--- src/rtl/room_tile_drawer_if.sv ---
// room_tile_drawer_if
// Handshake and pixel bus between the home-simulation control FSM (master)
// and the room tile drawer (slave).
//   drawen          master->slave  one-cycle request to draw a room tile
//   clearinitsignal master->slave  one-cycle request to blank the screen
//   roomno[3:0]     master->slave  room index, latched with drawen
//   funct           master->slave  1 = LIGHT, 0 = DOOR
//   onoff           master->slave  1 = ON/open, 0 = OFF/closed
//   x[7:0], y[6:0]  slave->master  pixel coordinate for the VGA adapter
//   colour[2:0]     slave->master  RGB pixel colour
//   plot            slave->master  pixel write strobe
//   busy            slave->master  drawer is not idle
//   countDone       slave->master  one-cycle completion pulse
interface room_tile_drawer_if;
  logic       drawen;
  logic       clearinitsignal;
  logic [3:0] roomno;
  logic       funct;
  logic       onoff;
  logic [7:0] x;
  logic [6:0] y;
  logic [2:0] colour;
  logic       plot;
  logic       busy;
  logic       countDone;

  modport master (
    output drawen, clearinitsignal, roomno, funct, onoff,
    input  x, y, colour, plot, busy, countDone
  );

  modport slave (
    input  drawen, clearinitsignal, roomno, funct, onoff,
    output x, y, colour, plot, busy, countDone
  );
endinterface

--- src/rtl/room_tile_drawer.sv ---
// room_tile_drawer
// Streams one pixel per clock to a VGA adapter: either a TILE_W x TILE_H
// status tile for one of ten rooms (5x2 grid), or a full-screen black clear.
// Finishes with a one-cycle countDone pulse.
// Ports:
//   clock  rising-edge system clock
//   reset  synchronous active-high reset
//   bus    room_tile_drawer_if.slave (request inputs, registered pixel outputs)
// Build option: define ROOM_BORDER_EN to draw the tile outline in white.
module room_tile_drawer #(
  parameter int TILE_W   = 8,
  parameter int TILE_H   = 8,
  parameter int SCREEN_W = 160,
  parameter int SCREEN_H = 120
) (
  input logic           clock,
  input logic           reset,
  room_tile_drawer_if.slave bus
);

  localparam logic [7:0] TW_LAST = 8'(TILE_W - 1);
  localparam logic [6:0] TH_LAST = 7'(TILE_H - 1);
  localparam logic [7:0] SW_LAST = 8'(SCREEN_W - 1);
  localparam logic [6:0] SH_LAST = 7'(SCREEN_H - 1);

  typedef enum logic [1:0] {IDLE, DRAW, CLEAR, DONE} state_t;

  state_t     r_state, w_state_nxt;
  logic [7:0] r_cx, w_cx_nxt;
  logic [6:0] r_cy, w_cy_nxt;
  logic [3:0] r_room, w_room_nxt;
  logic       r_funct, w_funct_nxt;
  logic       r_onoff, w_onoff_nxt;
  logic [7:0] r_x, w_x_nxt;
  logic [6:0] r_y, w_y_nxt;
  logic [2:0] r_colour, w_colour_nxt;
  logic       r_plot, w_plot_nxt;
  logic       r_done, w_done_nxt;

  logic [2:0] w_col;
  logic [7:0] w_ox;
  logic [6:0] w_oy;

  function automatic logic [2:0] fill_colour(input logic f, input logic o);
    if (f) return o ? 3'b110 : 3'b001;
    else   return o ? 3'b010 : 3'b100;
  endfunction

`ifdef ROOM_BORDER_EN
  function automatic logic on_border(input logic [7:0] cx, input logic [6:0] cy);
    return (cx == 8'd0) || (cx == TW_LAST) || (cy == 7'd0) || (cy == TH_LAST);
  endfunction
`endif

  // Room origin from the latched index: column = room mod 5, row = room div 5.
  assign w_col = (r_room >= 4'd5) ? 3'(r_room - 4'd5) : r_room[2:0];
  assign w_ox  = {w_col, 5'b00000} + 8'd12;
  assign w_oy  = (r_room >= 4'd5) ? 7'd86 : 7'd26;

  always_comb begin
    w_state_nxt  = r_state;
    w_cx_nxt     = r_cx;
    w_cy_nxt     = r_cy;
    w_room_nxt   = r_room;
    w_funct_nxt  = r_funct;
    w_onoff_nxt  = r_onoff;
    w_x_nxt      = r_x;
    w_y_nxt      = r_y;
    w_colour_nxt = r_colour;
    w_plot_nxt   = 1'b0;
    w_done_nxt   = 1'b0;

    case (r_state)
      IDLE: begin
        // Clear has priority over a simultaneous draw request.
        if (bus.clearinitsignal) begin
          w_state_nxt = CLEAR;
          w_cx_nxt    = 8'd0;
          w_cy_nxt    = 7'd0;
        end else if (bus.drawen) begin
          if (bus.roomno <= 4'd9) begin
            w_state_nxt = DRAW;
            w_room_nxt  = bus.roomno;
            w_funct_nxt = bus.funct;
            w_onoff_nxt = bus.onoff;
            w_cx_nxt    = 8'd0;
            w_cy_nxt    = 7'd0;
          end else begin
            w_state_nxt = DONE;
          end
        end
      end

      DRAW: begin
        w_x_nxt    = w_ox + r_cx;
        w_y_nxt    = w_oy + r_cy;
        w_plot_nxt = 1'b1;
`ifdef ROOM_BORDER_EN
        w_colour_nxt = on_border(r_cx, r_cy) ? 3'b111 : fill_colour(r_funct, r_onoff);
`else
        w_colour_nxt = fill_colour(r_funct, r_onoff);
`endif
        if (r_cx == TW_LAST) begin
          w_cx_nxt = 8'd0;
          if (r_cy == TH_LAST) begin
            w_cy_nxt    = 7'd0;
            w_state_nxt = DONE;
          end else begin
            w_cy_nxt = r_cy + 7'd1;
          end
        end else begin
          w_cx_nxt = r_cx + 8'd1;
        end
      end

      CLEAR: begin
        w_x_nxt      = r_cx;
        w_y_nxt      = r_cy;
        w_colour_nxt = 3'b000;
        w_plot_nxt   = 1'b1;
        if (r_cx == SW_LAST) begin
          w_cx_nxt = 8'd0;
          if (r_cy == SH_LAST) begin
            w_cy_nxt    = 7'd0;
            w_state_nxt = DONE;
          end else begin
            w_cy_nxt = r_cy + 7'd1;
          end
        end else begin
          w_cx_nxt = r_cx + 8'd1;
        end
      end

      DONE: begin
        // The pulse lands the cycle after the last pixel, with plot low.
        w_done_nxt  = 1'b1;
        w_state_nxt = IDLE;
      end

      default: w_state_nxt = IDLE;
    endcase
  end

  always_ff @(posedge clock) begin
    if (reset) begin
      r_state  <= IDLE;
      r_cx     <= 8'd0;
      r_cy     <= 7'd0;
      r_room   <= 4'd0;
      r_funct  <= 1'b0;
      r_onoff  <= 1'b0;
      r_x      <= 8'd0;
      r_y      <= 7'd0;
      r_colour <= 3'd0;
      r_plot   <= 1'b0;
      r_done   <= 1'b0;
    end else begin
      r_state  <= w_state_nxt;
      r_cx     <= w_cx_nxt;
      r_cy     <= w_cy_nxt;
      r_room   <= w_room_nxt;
      r_funct  <= w_funct_nxt;
      r_onoff  <= w_onoff_nxt;
      r_x      <= w_x_nxt;
      r_y      <= w_y_nxt;
      r_colour <= w_colour_nxt;
      r_plot   <= w_plot_nxt;
      r_done   <= w_done_nxt;
    end
  end

  assign bus.x         = r_x;
  assign bus.y         = r_y;
  assign bus.colour    = r_colour;
  assign bus.plot      = r_plot;
  assign bus.countDone = r_done;
  assign bus.busy      = (r_state != IDLE);

endmodule

--- src/flat_wrapper.sv ---
// flat-port wrapper written by rule: the top's interface ports become plain ports
module room_tile_drawer_flat 
#(
  parameter int TILE_W   = 8,
  parameter int TILE_H   = 8,
  parameter int SCREEN_W = 160,
  parameter int SCREEN_H = 120
)
  (clock, reset, bus_drawen, bus_clearinitsignal, bus_roomno, bus_funct, bus_onoff, bus_x, bus_y, bus_colour, bus_plot, bus_busy, bus_countDone);
  room_tile_drawer_if bus_i ();
  input logic clock;
  input logic reset;
  input wire logic [$bits(bus_i.drawen)-1:0] bus_drawen;
  input wire logic [$bits(bus_i.clearinitsignal)-1:0] bus_clearinitsignal;
  input wire logic [$bits(bus_i.roomno)-1:0] bus_roomno;
  input wire logic [$bits(bus_i.funct)-1:0] bus_funct;
  input wire logic [$bits(bus_i.onoff)-1:0] bus_onoff;
  output wire logic [$bits(bus_i.x)-1:0] bus_x;
  output wire logic [$bits(bus_i.y)-1:0] bus_y;
  output wire logic [$bits(bus_i.colour)-1:0] bus_colour;
  output wire logic [$bits(bus_i.plot)-1:0] bus_plot;
  output wire logic [$bits(bus_i.busy)-1:0] bus_busy;
  output wire logic [$bits(bus_i.countDone)-1:0] bus_countDone;
  assign bus_i.drawen = bus_drawen;
  assign bus_i.clearinitsignal = bus_clearinitsignal;
  assign bus_i.roomno = bus_roomno;
  assign bus_i.funct = bus_funct;
  assign bus_i.onoff = bus_onoff;
  assign bus_x = bus_i.x;
  assign bus_y = bus_i.y;
  assign bus_colour = bus_i.colour;
  assign bus_plot = bus_i.plot;
  assign bus_busy = bus_i.busy;
  assign bus_countDone = bus_i.countDone;
  room_tile_drawer #(.TILE_W(TILE_W), .TILE_H(TILE_H), .SCREEN_W(SCREEN_W), .SCREEN_H(SCREEN_H)) u_core (.clock(clock), .reset(reset), .bus(bus_i));
endmodule
--- config.mk ---
export PLATFORM = sky130hd
export DESIGN_NAME = room_tile_drawer_flat
export DESIGN_NICKNAME = d
export VERILOG_FILES = /design/src/rtl/room_tile_drawer_if.sv /design/src/rtl/room_tile_drawer.sv /design/src/flat_wrapper.sv
export SDC_FILE = /design/constraint.sdc
export NUM_CORES = 1
export LEC_CHECK = 0
export CORE_UTILIZATION = 59
export DETAILED_ROUTE_END_ITERATION = 6
export PLACE_DENSITY_LB_ADDON = 0.3
export SLEW_MARGIN = 15
export SYNTH_ARGS = -nofsm -noshare
export SYNTH_HDL_FRONTEND = slang
export SYNTH_SLANG_ARGS = --single-unit
--- constraint.sdc ---
create_clock -name clock -period 5.9 [get_ports clock]
set_input_delay 1.18 -clock clock [delete_from_list [all_inputs] [get_ports clock]]
set_output_delay 1.18 -clock clock [all_outputs]
set_load 0.02 [all_outputs]
==> impl_results.md <==
- Peak supply drop: 429 uV
- Area share of the largest cell type after synthesis: 0.349
- Final setup violation count: 0
- Die Footprint: 4440 um2
- Worst hold path class: flop to flop
- Worst setup path end: u_core.r_cy[1]
- Min Tclk post-route: 2.96 ns
- Post-CTS setup buffer count: 0
- Fin crit share: 0.502
- Pin count of the biggest net entering global routing: 49
- Longest Clk Path Bufs: 2
- CTS buffer count: 5
- Routability cong.: 0.926
- Internal power: 708 uW
- Pwr Total: 1.21 mW
- Asr flop ratio synth: 0
- M2 GR Usage: 0.429
- Mapped cell area: 2460 um2
- Crit Path Category: input pin to flop
- First-pass GRT wire length: 9070 um
- Top cells by area, synth: dfxtp_1, ha_1, mux2i_1, nor2_1, a21oi_1
- Row count: 23
- Worst-Skew Late Latency: 0.29 ns
- M1 GR Usage: 0.353
- Final Max Slew Viols: 0
- H-tree levels: 2
- Sw Ratio: 0.415
- PD cells: 419 nW/um2
- TritonCTS clock tree: yes
- Syn_area_per_cell: 8.65 um2
- Reg-to-reg startpoint: u_core.r_room[1]
- Power share of the combinational group: 0.530
- Initial antenna violation count: 0
- Diodes inserted: 0
- Data required, critical path: 6.12 ns
- Commonest non-fill, non-tap cell in the layout: dfxtp_1
- Layout Utilization: 0.722
- Number of gates resized after cts: 0
- Synthesized net count: 313
- Outcome: finished clean
- Max Clk Rate: 337 MHz
- RSZ-0062 raised after global routing: no
- Leak: 1.06 nW
- Number of global-route vias before repair: 1970
- Sequential power share: 0.313
- Clock share of power: 0.157
- Netlist cell types: 49
- DR vias: 2116
- Reg2Reg Depth: 10
- Post-route cell area: 2890 um2
- Quantity of hold-fixing buffers added after cts: 0
- Most frequent cells in the layout: dfxtp_1, nor2_1, clkdlybuf4s50_1
- Gate count of the mapped netlist: 285
- Drt first-iter violations: 111
- Psw: 502 uW
- All-Layer GR Usage: 0.269
- Buffers on Ports: 30
- Hold depth: 2
- Post-DP HPWL: 3810 um
- Routed wire length: 5310 um
- Slew HR: 0.407
- Vert. Die Dim: 66.6 um
- Fin Clk Skew: 0.00379 ns
- M3 GR Usage: 0.0514
- Antenna viol nets, final: 0
- GRT busiest layer: met2
- DR DRC count: 0
- Crit path max fanout: 10
- Fin nets: 341
- DP Area: 2800 um2
- Hold Fails Final Rpt: 0
- Yosys reg bits: 43
- Via/cell ratio: 5.83
- Main synth FF type: dfxtp_1
- CP startpoint kind: input pin
- P&R area growth vs syn: 17.2%
- Clk slew on worst S/H paths: 0.08 ns
- Crit. Startpoint: bus_drawen
- Drt first pass iters: 4
- Root Buffer: clkbuf_8
- Die X: 66.6 um
- R2R setup slack: 3.03 ns
- Io pins: 31
- Ratio of cells with drive above 1 in the final layout: 0.0511
- Yosys warning count: 0
- Actual slew at the worst max-slew pin: 0.881 ns
- Initial Util: 0.616
- Reg2Reg Capture Point: u_core.bus.y[6]
- Register area share after synthesis: 0.349
- Gr ovfl total: 0
- MaxCap Viol Count: 0
- Core box area: 4000 um2
- CP arrival: 3.19 ns
- Clock Sinks: 43
- Routed wire per std cell: 14.6 um
- Leading area contributor after synthesis: dfxtp_1
- Crit. End Element: flop
- Setup TNS: 0 ns
- Number of enable flip-flop cells after synthesis: 0
==> state kept, by name, indices dropped and copies added (netlist names) <==
name,cells
u_core.r_state,2
u_core.r_funct,1
u_core.r_room,4
u_core.bus.x,8
u_core.bus.colour,3
u_core.bus.plot,1
u_core.r_cx,8
u_core.r_onoff,1
u_core.r_cy,7
u_core.bus.countDone,1
u_core.bus.y,7
==> cells in the mapped netlist (2+ instances only) <==
master	number
a211oi_1	9
a21boi_0	3
a21oi_1	16
a311oi_1	3
a31oi_1	2
clkbuf_1	9
dfxtp_1	43
ha_1	17
inv_1	17
mux2i_1	19
nand2_1	21
nand2b_1	7
nand3_1	5
nand3b_1	2
nor2_1	31
nor2b_1	7
nor3b_1	2
nor4_1	2
o2111ai_1	2
o21ai_0	13
o22ai_1	2
o31ai_1	3
o32ai_1	4
or2_2	3
or3_1	10
or4_1	2
xnor2_1	6
xor2_1	4
==> worst max-delay path, cell delays in order <==
cell	delay, ns
clkdlybuf4s50_1	0.51
nor3b_1	0.34
o31a_1	0.29
nand3_4	0.15
or4b_1	0.54
a21oi_1	0.17
==> cell type report <==
cell class	instances	area (um2)
Timing Repair Buffer	32	315
Multi-Input combinational cell	214	1500
Fill cell	346	1110
Clock buffer	6	82.6
Inverter	17	63.8
Tap cell	50	62.6
Sequential cell	43	861
Clock inverter	1	5.00
==> per-stage QoR <==
stage	setup WS [ns]	hold slack [ns]	std cells
after floorplan	3.37	0.460	285
after detailed placement	2.68	0.481	356
after global routing	2.84	0.516	363
final	2.94	0.489	363
after global placement	2.75	0.460	356
after CTS	2.96	0.491	363
==> per-layer routing <==
| layer | vias to the layer above | part of all wire |
|---|---|---|
| li1 | 1074 | - |
| met1 | 966 | 0.47 |
| met2 | 65 | 0.45 |
| met3 | 11 | 0.052 |
| met4 | 0 | 0.022 |
| met5 | - | 0 |
==> cell families (layout without fill, tap and decap cells) <==
family                   after synthesis  in the layout  share of synthesized area
AND/OR/NAND/NOR                      100            100                      0.209
XOR/XNOR                              10             10                     0.0355
adder cells (fa/ha/maj)               18             18                     0.0944
AO/OA/AOI/OAI                         67             67                      0.191
buffers and inverters                 28             56                     0.0431
multiplexers                          19             19                     0.0772
flip-flops                            43             43                      0.349
==> power groups by stage <==
stage | sequential (mW) | combinational, mW | clock [mW]
2_1_floorplan | 0.428 | 0.413 | 0
3_3_place_gp | 0.383 | 0.626 | 0
3_5_place_dp | 0.386 | 0.638 | 0
4_1_cts | 0.379 | 0.643 | 0.193
5_1_grt | 0.385 | 0.711 | 0.206
6_report | 0.379 | 0.641 | 0.190
==> worst min-delay path by stage <==
stage,start,to,slack [ns]
floorplan,u_core.r_room[1],u_core.r_room[1],0.46
global placement,u_core.bus.colour[1],u_core.bus.colour[1],0.46
detailed placement,u_core.bus.y[2],u_core.bus.y[2],0.48
CTS,u_core.bus.y[2],u_core.bus.y[2],0.49
global route,u_core.bus.x[7],u_core.bus.x[7],0.52
finish,u_core.bus.y[2],u_core.bus.y[2],0.49
Power figures use the tool's default switching activity.
